<file path="config.mk">
export PLATFORM = sky130hd
export DESIGN_NAME = pb_up_counter_flat
export DESIGN_NICKNAME = d
export VERILOG_FILES = /design/src/rtl/pb_up_counter_pkg.sv /design/src/rtl/pb_up_counter_if.sv /design/src/rtl/pb_debounce.sv /design/src/rtl/pb_up_counter.sv /design/src/flat_wrapper.sv
export SDC_FILE = /design/constraint.sdc
export NUM_CORES = 1
export LEC_CHECK = 0
export ABC_AREA = 1
export ABC_CLOCK_PERIOD_IN_PS = 2600
export CORE_MARGIN = 3
export CORE_UTILIZATION = 55
export DETAILED_ROUTE_END_ITERATION = 10
export GPL_TIMING_DRIVEN = 0
export PLACE_DENSITY_LB_ADDON = 0.15
export SYNTH_ARGS = -nofsm -noshare
export SYNTH_HDL_FRONTEND = slang
export SYNTH_HIERARCHICAL = 1
export SYNTH_SLANG_ARGS = --single-unit
</file>
<file path="constraint.sdc">
create_clock -name clk -period 2.6 [get_ports clk]
set_input_delay 0.52 -clock clk [delete_from_list [all_inputs] [get_ports clk]]
set_output_delay 0.52 -clock clk [all_outputs]
set_load 0.005 [all_outputs]
</file>
<file path="src/rtl/pb_up_counter_pkg.sv">
// Shared types and default constants for the push-button up-counter slice.
// Imported by the interface, the debouncer and the counter top.
package pb_up_counter_pkg;

  typedef enum logic {
    ST_IDLE = 1'b0,
    ST_RUN  = 1'b1
  } pb_state_t;

  localparam int WIDTH_DEF    = 7;
  localparam int CNT_MAX_DEF  = 99;
  localparam int DB_TICKS_DEF = 3;

endpackage

</file>
<file path="src/rtl/pb_up_counter_if.sv">
// Port bundle between the counter and its environment: divider wave and raw buttons in,
// count and status out. There is no valid/ready handshake; all signals are plain levels.
interface pb_up_counter_if
  import pb_up_counter_pkg::*;
#(
  parameter int WIDTH = WIDTH_DEF
);

  logic             sclk_in;
  logic             btn_up;
  logic             btn_clr;
  logic             btn_run;
  logic [WIDTH-1:0] count;
  logic             running;
  logic             wrap;
  pb_state_t        state_dbg;
  logic [2:0]       db_dbg;

  // master: the board side driving buttons and the divider wave
  modport master (
    output sclk_in, btn_up, btn_clr, btn_run,
    input  count, running, wrap, state_dbg, db_dbg
  );

  modport slave (
    input  sclk_in, btn_up, btn_clr, btn_run,
    output count, running, wrap, state_dbg, db_dbg
  );

endinterface

</file>
<file path="src/rtl/pb_debounce.sv">
// One push button: 2-flop synchroniser, tick-sampled history debounce and a
// rising-edge press pulse on the debounced level.
module pb_debounce
  import pb_up_counter_pkg::*;
#(
  parameter int DB_TICKS = DB_TICKS_DEF
) (
  input  logic clk,
  input  logic rst_n,
  input  logic tick,
  input  logic btn_raw,
  output logic db_level,
  output logic press
);

  logic                sync1;
  logic                sync2;
  logic                db_q;
  logic [DB_TICKS-1:0] hist;
  logic [DB_TICKS-1:0] hist_next;

  assign hist_next = {hist[DB_TICKS-2:0], sync2};

  always_ff @(posedge clk) begin
    if (!rst_n) begin
      sync1    <= 1'b0;
      sync2    <= 1'b0;
      hist     <= '0;
      db_level <= 1'b0;
      db_q     <= 1'b0;
    end else begin
      sync1 <= btn_raw;
      sync2 <= sync1;
      db_q  <= db_level;
      // Level only moves when the whole history agrees; mixed histories hold it.
      if (tick) begin
        hist <= hist_next;
        if (&hist_next) begin
          db_level <= 1'b1;
        end else if (~|hist_next) begin
          db_level <= 1'b0;
        end
      end
    end
  end

  assign press = db_level & ~db_q;

endmodule

</file>
<file path="src/rtl/pb_up_counter.sv">
// Wrap-around up counter driven by debounced push buttons, stepping either on an
// up press or on every slow-clock tick while in free-run.
module pb_up_counter
  import pb_up_counter_pkg::*;
#(
  parameter int WIDTH     = WIDTH_DEF,
  parameter int MAX_COUNT = CNT_MAX_DEF,
  parameter int DB_TICKS  = DB_TICKS_DEF
) (
  input  logic             clk,
  input  logic             rst_n,
  pb_up_counter_if.slave   bus
);

  localparam logic [WIDTH-1:0] MAX_VAL = WIDTH'(MAX_COUNT);

  logic             s1;
  logic             s2;
  logic             s3;
  logic             tick;
  logic             db_up;
  logic             db_clr;
  logic             db_run;
  logic             press_up;
  logic             press_clr;
  logic             press_run;
  logic             inc;
  pb_state_t        state;
  pb_state_t        state_next;
  logic [WIDTH-1:0] count_q;
  logic             running_q;
  logic             wrap_q;

  // Divider wave is asynchronous to clk; s3 only feeds the rising-edge detect.
  always_ff @(posedge clk) begin
    if (!rst_n) begin
      s1 <= 1'b0;
      s2 <= 1'b0;
      s3 <= 1'b0;
    end else begin
      s1 <= bus.sclk_in;
      s2 <= s1;
      s3 <= s2;
    end
  end

  assign tick = s2 & ~s3;

  pb_debounce #(.DB_TICKS(DB_TICKS)) u_db_up (
    .clk      (clk),
    .rst_n    (rst_n),
    .tick     (tick),
    .btn_raw  (bus.btn_up),
    .db_level (db_up),
    .press    (press_up)
  );

  pb_debounce #(.DB_TICKS(DB_TICKS)) u_db_clr (
    .clk      (clk),
    .rst_n    (rst_n),
    .tick     (tick),
    .btn_raw  (bus.btn_clr),
    .db_level (db_clr),
    .press    (press_clr)
  );

  pb_debounce #(.DB_TICKS(DB_TICKS)) u_db_run (
    .clk      (clk),
    .rst_n    (rst_n),
    .tick     (tick),
    .btn_raw  (bus.btn_run),
    .db_level (db_run),
    .press    (press_run)
  );

  always_ff @(posedge clk) begin
    if (!rst_n) begin
      state <= ST_IDLE;
    end else begin
      state <= state_next;
    end
  end

  // Clear beats run so a simultaneous clr+run press always lands in IDLE.
  always_comb begin
    state_next = state;
    if (press_clr) begin
      state_next = ST_IDLE;
    end else if (press_run) begin
      case (state)
        ST_IDLE: state_next = ST_RUN;
        ST_RUN:  state_next = ST_IDLE;
        default: state_next = ST_IDLE;
      endcase
    end
  end

  // A single OR keeps a coincident up press and run tick to one step.
  assign inc = press_up | ((state == ST_RUN) & tick);

  always_ff @(posedge clk) begin
    if (!rst_n) begin
      count_q   <= '0;
      running_q <= 1'b0;
      wrap_q    <= 1'b0;
    end else begin
      wrap_q    <= 1'b0;
      running_q <= (state_next == ST_RUN);
      if (press_clr) begin
        count_q <= '0;
      end else if (inc) begin
        if (count_q == MAX_VAL) begin
          count_q <= '0;
          wrap_q  <= 1'b1;
        end else begin
          count_q <= count_q + 1'b1;
        end
      end
    end
  end

  assign bus.count     = count_q;
  assign bus.running   = running_q;
  assign bus.wrap      = wrap_q;
  assign bus.state_dbg = state;
  assign bus.db_dbg    = {db_run, db_clr, db_up};

endmodule
</file>
<file path="src/flat_wrapper.sv">
// flat-port wrapper written by rule: the top's interface ports become plain ports
module pb_up_counter_flat import pb_up_counter_pkg::*;
#(
  parameter int WIDTH     = WIDTH_DEF,
  parameter int MAX_COUNT = CNT_MAX_DEF,
  parameter int DB_TICKS  = DB_TICKS_DEF
)
  (clk, rst_n, bus_sclk_in, bus_btn_up, bus_btn_clr, bus_btn_run, bus_count, bus_running, bus_wrap, bus_state_dbg, bus_db_dbg);
  pb_up_counter_if #(.WIDTH(WIDTH)) bus_i ();
  input  logic clk;
  input  logic rst_n;
  input wire logic [$bits(bus_i.sclk_in)-1:0] bus_sclk_in;
  input wire logic [$bits(bus_i.btn_up)-1:0] bus_btn_up;
  input wire logic [$bits(bus_i.btn_clr)-1:0] bus_btn_clr;
  input wire logic [$bits(bus_i.btn_run)-1:0] bus_btn_run;
  output wire logic [$bits(bus_i.count)-1:0] bus_count;
  output wire logic [$bits(bus_i.running)-1:0] bus_running;
  output wire logic [$bits(bus_i.wrap)-1:0] bus_wrap;
  output wire logic [$bits(bus_i.state_dbg)-1:0] bus_state_dbg;
  output wire logic [$bits(bus_i.db_dbg)-1:0] bus_db_dbg;
  assign bus_i.sclk_in = bus_sclk_in;
  assign bus_i.btn_up = bus_btn_up;
  assign bus_i.btn_clr = bus_btn_clr;
  assign bus_i.btn_run = bus_btn_run;
  assign bus_count = bus_i.count;
  assign bus_running = bus_i.running;
  assign bus_wrap = bus_i.wrap;
  assign bus_state_dbg = bus_i.state_dbg;
  assign bus_db_dbg = bus_i.db_dbg;
  pb_up_counter #(.WIDTH(WIDTH), .MAX_COUNT(MAX_COUNT), .DB_TICKS(DB_TICKS)) u_core (.clk(clk), .rst_n(rst_n), .bus(bus_i));
endmodule
</file>
After elaboration in Yosys (flattened, before gate mapping)
Index checks and enable logic that the tools add are counted.
Widths: inputs -> output; s select.
{"block": "classes", "addsub": 1, "n_reduce_logical": 11, "n_mux": 9, "n_bitwise": 13, "eq_ne": 4}
{"op": "$reduce_or 3->1", "count": 4}
{"op": "$reduce_and 3->1", "count": 3}
{"op": "$add 7x1->7 const B", "count": 1}
{"op": "$eq 7x7->1 const B", "count": 1}
{"op": "$mux 1", "count": 7}
{"op": "$mux 7", "count": 1}
{"op": "$not 1->1", "count": 7}
{"op": "$ne 2x2->1 const B", "count": 3}
{"op": "$reduce_and 2->1", "count": 3}
{"op": "$and 1x1->1", "count": 5}
{"op": "$pmux 1 s2", "count": 1}
{"op": "$reduce_or 2->1", "count": 1}
{"op": "$or 1x1->1", "count": 1}
{"block": "totals", "out_inout_bits": 13, "reg_bits": 30}

Longest topological paths before layout
{"block": "logic_depth", "depth_word": 6, "depth_mapped": 8}

Modules after synthesis
The synthesis kept the hierarchy.
{"mod": "pb_debounce", "area_each_um2": 219.0, "cells_per_inst": 29, "seq_area_each_um2": 120.1, "instances": 3}
{"mod": "pb_up_counter", "area_each_um2": 608.1, "cells_per_inst": 86, "seq_area_each_um2": 240.2, "instances": 1}

Worst setup path after synthesis
OpenSTA, ideal clock, no wires.
{"block": "synth_timing", "path_kind": "register -> register", "startpoint": "register u_core.count_q[0] (netlist: u_core/bus.count[0])", "endpoint": "register u_core.count_q[1] (netlist: u_core/bus.count[1])", "setup_time_ps": 116, "slack_ps": 1457, "period_less_slack_ps": 1143, "path_buffers": 0, "arrival_time_ps": 1027, "path_stages_with_launch": 7, "path_cell_list": "dfxtp_1 -> ha_1 -> nand2_1 -> nor2_1 -> nand2_2 -> nand2_2 -> nor2_1"}
{"block": "synth_via", "elab_chain_cells": 2, "word_cells_on_any_way": 3}
{"item": "start: declaration", "line_no": "pb_up_counter.sv:30", "text": "logic [WIDTH-1:0] count_q;"}
{"item": "start signal: assignment", "line_no": "pb_up_counter.sv:116", "text": "count_q <= count_q + 1'b1;"}
{"item": "$add 7x1->7 or $eq 7x7->1 (tied branches)", "line_no": "pb_up_counter.sv:116, pb_up_counter.sv:112"}
{"item": "$mux 7 *", "line_no": "pb_up_counter.sv:112", "text": "if (count_q == MAX_VAL) begin"}
Mark *: on every way between the ends. The rest lies on a longest branch, timed or not.
A chain may end at the register's enable or synchronous reset.

Final worst setup path
{"block": "layout_timing", "startpoint": "register u_core.count_q[3] (netlist: u_core/bus.count[3])", "endpoint": "output bus_count[3]"}
{"item": "end: declaration", "line_no": "flat_wrapper.sv:16", "text": "output wire logic [$bits(bus_i.count)-1:0] bus_count;"}
No word-level cell between the ends.

==> reports/results.md <==
| Stage | Result | Value |
|:---|:---|:---|
| critical path | Sort of element at the end of the critical path | primary output |
| global route | Global-route total usage across every layer | 20.0% |
| clocking | Maximum buffer depth of the clock tree | 2 |
| critical path | Delay contributed by the slowest stage of the critical path | 550 ps |
| logic synthesis | Most numerous cell in the Yosys netlist | nand2_1 |
| logic synthesis | Async SR Flop Fraction | 0% |
| routing | Final antenna-violating net count | 0 |
| clocking | Clk sink count | 30 |
| critical path | Crit path max fanout | 8 |
| critical path | Arrival time of data at the critical path endpoint | 1340 ps |
| critical path | Standard cell with the maximum stage delay on the critical path | clkdlybuf4s50_1 |
| routing | Via Count | 1056 |
| routing | Number of vias per cell | 4.71 |
| global route | Gr ovfl total | 0 |
| routing | Number of DRC markers after the initial detailed-route iteration | 12 |
| power and ir drop | Leakage power figure | 0.638 nW |
| critical path | Setup slack on the worst flop-to-flop path | 1220 ps |
| power and ir drop | Sw power | 0.159 mW |
| min path | Hold worst-path end | u_core/u_db_run/sync2 |
| logic synthesis | Primary FF master, synth | dfxtp_1 |
| global route | Vias in the first global route | 1086 |
| layout | Area overhead of the layout relative to synthesis | 21.0% |
| placed design | Half-perimeter wire length of the detailed placement result | 1670 µm |
| floorplanning | Top-level I/O count | 19 |
| timing | Worst Clk Skew | 6.79 ps |
| clocking | Post-CTS Hold Fix Bufs | 0 |
| global route | First-pass GRT wire length | 4090 µm |
| timing | Setup slack after layout | 742 ps |
| critical path | WP buf/inv | 1 |
| layout | Fill cell total of the finished layout | 167 |
| logic synthesis | Area contributors post-synth | dfxtp_1 47%, nand2_1 12%, inv_1 11%, nand3_1 5.1%, nor2_1 5.0% |
| layout | Area taken by multi-input logic gates | 473 µm² |
| timing | RSZ-0062 raised after global routing | false |
| timing | Peak Freq | 538 MHz |
| critical path | Start of the worst register-to-register path | u_core/s2 |
| timing | Final Critical Period | 1860 ps |
| critical path | Critical path launch point type | register |
| logic synthesis | Post-synthesis instance area | 0.00126 mm² |
| logic synthesis | Share of the synthesized area in the top cell type | 47.5% |
| global route | Layer with the highest usage | met2 |
| timing | Pin slew with the least headroom to its limit | 641 ps |
| power and ir drop | Power density cells | 498 mW/mm² |
| placed design | Worst Setup Slack post-DPL | 512 ps |
| critical path | End of the worst register-to-register path | u_core/u_db_up/hist[0] |
| power and ir drop | Sequential share of power | 61.9% |
| routing | Length of the first detailed-routing pass in iterations | 4 |
| power and ir drop | Relative contribution of the clock network to total power | 33.9% |
| clocking | Clock transition at the registers of the reported paths | 80 ps |
| clocking | Root buf cell | clkbuf_4 |
| placed design | Gp weighted congestion | 0.753 |
| critical path | Cell chain of the critical path | clkdlybuf4s50_1 |
| power and ir drop | Maximum ir drop on the vdd rail | 0.000383 V |
| power and ir drop | Cell-internal power | 0.603 mW |
| layout | Sequential Area | 601 µm² |
| clocking | PostCTS Resize Cnt | 0 |
| clocking | CTS tree | built |
| logic synthesis | Syn. warnings | 6 |
| global route | Fraction of met3 tracks used by global routing | 7.20% |
| job | Maximum Capacitance Violations | 0 |
| routing | Routed wire length | 2190 µm |
| timing | Worst slew slack as a fraction of its limit | 57.1% |
| power and ir drop | Switching fraction of total power | 20.8% |
| timing | Accumulated negative setup slack | 0 ps |
| floorplanning | Die X | 54.0 µm |
| min path | Hold Path Class | reg -> reg |
| clocking | Setup fix buffers added after clock tree synthesis | 0 |
| layout | Antenna fix cells | 0 |
| floorplanning | Standard-cell row count | 16 |
| logic synthesis | Gate count of the mapped netlist | 173 |
| logic synthesis | Net count after synthesis | 180 |
| critical path | Type of the worst setup path | reg -> out |
| timing | Number of pins exceeding their max-slew limit in the final report | 0 |
| placed design | Instance area at placement | 0.00148 mm² |
| layout | Summed area of non-filler cells in the final layout | 0.00153 mm² |
| layout | Layout Nets | 205 |
| routing | Remaining routing DRC violations | 0 |
| global route | Number of antenna violations at the first check in global routing | 0 |
| logic synthesis | Most instantiated cells after synthesis | 39 x nand2_1, 37 x inv_1, 30 x dfxtp_1 |
| routing | Drt wl/cell | 9.78 µm |
| global route | Met2 usage | 36.5% |
| floorplanning | Placeable core region | 0.00206 mm² |
| outcome | Run status | completed |
| logic synthesis | Avg Cell Area, Syn | 7.31 µm² |
| power and ir drop | Portion of total power attributed to combinational logic | 4.2% |
| min path | Cell depth of the worst min-delay path | 2 |
| critical path | Category of cells accounting for the largest share of critical-path delay | buffers and inverters |
| clocking | CTS buffer count | 5 |
| timing | Final hold violations | 0 |
| logic synthesis | Synthesized flop and latch total | 30 |
| logic synthesis | Yosys cell types | 18 |
| timing | # setup viols final | 0 |
| placed design | Number of port buffers | 18 |
| global route | Maximum number of pins on one net before global-route repair | 23 |
| clocking | Maximum level of the CTS H-tree | 2 |
| floorplanning | Die area | 0.00291 mm² |
| logic synthesis | Count of flip-flops with a built-in enable after synthesis | 0 |
| logic synthesis | Leading area contributor after synthesis | dfxtp_1 |
| floorplanning | Height of the die | 54.0 µm |
| floorplanning | Starting density of the core | 61.3% |
| layout | Fraction of layout cells with a size suffix above 1 | 13.7% |
| critical path | Worst reg-to-reg path cell count | 5 |
| critical path | CP required | 2080 ps |
| global route | Global Route met1 Usage | 18.8% |
| logic synthesis | Sequential fraction of the synthesis area | 47.5% |
| min path | Critical hold path startpoint | u_core/u_db_run/sync1 |
| timing | Post-route fraction of the period consumed by the critical path | 71.5% |
| clocking | Clock network latency to the later pin of the worst-skew pair | 310 ps |
power groups by stage:
| stage | registers, mW | clock network (mW) | logic [mW] |
|---|---|---|---|
| floorplan | 0.482 | 0 | 0.0171 |
| global placement | 0.482 | 0 | 0.0303 |
| detailed placement | 0.483 | 0 | 0.0323 |
| CTS | 0.472 | 0.267 | 0.0324 |
| global route | 0.473 | 0.286 | 0.0378 |
| finish | 0.472 | 0.258 | 0.0319 |
how the worst max path moves through the flow:
stage / start / cells after the start / endpoint / slack [ps]
floorplan: u_core/bus.count[0] / 6 / u_core/bus.count[1] / 1460
global placement: rst_n / 5 / u_core/bus.count[0] / 580
detailed placement: rst_n / 5 / u_core/bus.count[1] / 510
CTS: u_core/bus.count[3] / 1 / bus_count[3] / 730
global route: u_core/bus.count[2] / 1 / bus_count[2] / 650
finish: u_core/bus.count[3] / 1 / bus_count[3] / 740
layout make-up:
| cell class | count | area share, % |
|---|---|---|
| Timing Repair Buffer | 18 | 11.8 |
| Multi-Input combinational cell | 98 | 30.9 |
| Sequential cell | 30 | 39.2 |
| Tap cell | 27 | 2.21 |
| Clock buffer | 6 | 3.35 |
| Inverter | 40 | 9.81 |
| Buffer | 5 | 2.70 |
cells by family after synthesis:
logic type,after synthesis,synth area share [%]
buffers and inverters,45,15.1
flip-flops,30,47.5
adder cells (fa/ha/maj),1,0.989
AND/OR/NAND/NOR,78,26.5
XOR/XNOR,1,0.693
AO/OA/AOI/OAI,18,9.20
routing by layer:
layer	wire length, µm	up-vias
met2	1170	21
met5	0	-
li1	-	565
met3	116	6
met4	33	0
met1	867	464
registers in the layout, indices dropped and copies added, names as in the netlist, 2 cells and up:
name,flops
u_core/u_db_up/hist,2
u_core/bus.count,7
u_core/u_db_clr/hist,2
u_core/u_db_run/hist,2
layout by cell type (no fill, tap or decap):
cell type	n
a21oi_1	6
buf_4	4
nand3_1	13
inv_2	3
clkbuf_4	5
clkdlybuf4s50_1	18
xnor2_1	1
ha_1	1
inv_1	37
buf_6	1
a21oi_2	5
nand2_1	39
nand3_2	1
nand4_1	1
o21ai_0	4
a21boi_0	3
dfxtp_1	30
nor2_1	17
nand2_2	4
clkbuf_8	1
nor2_2	3
through the flow:
stage / hold slack, ps / utilization [%] / cells / total power, mW
floorplan: 390 / - / 173 / 0.499
global placement: 395 / 71.7 / 218 / 0.513
detailed placement: 399 / 71.7 / 218 / 0.515
CTS: 418 / 74.2 / 224 / 0.772
global route: 440 / 74.2 / 224 / 0.797
finish: 419 / 74.2 / 224 / 0.762
worst reg2reg max path: cells and delay by family (launching register included):
family	cells	cell delay, ps
simple gates	1	420
flops	1	350
compound gates	2	280
buf+inv	2	210
(Power assumes the default switching activity.)
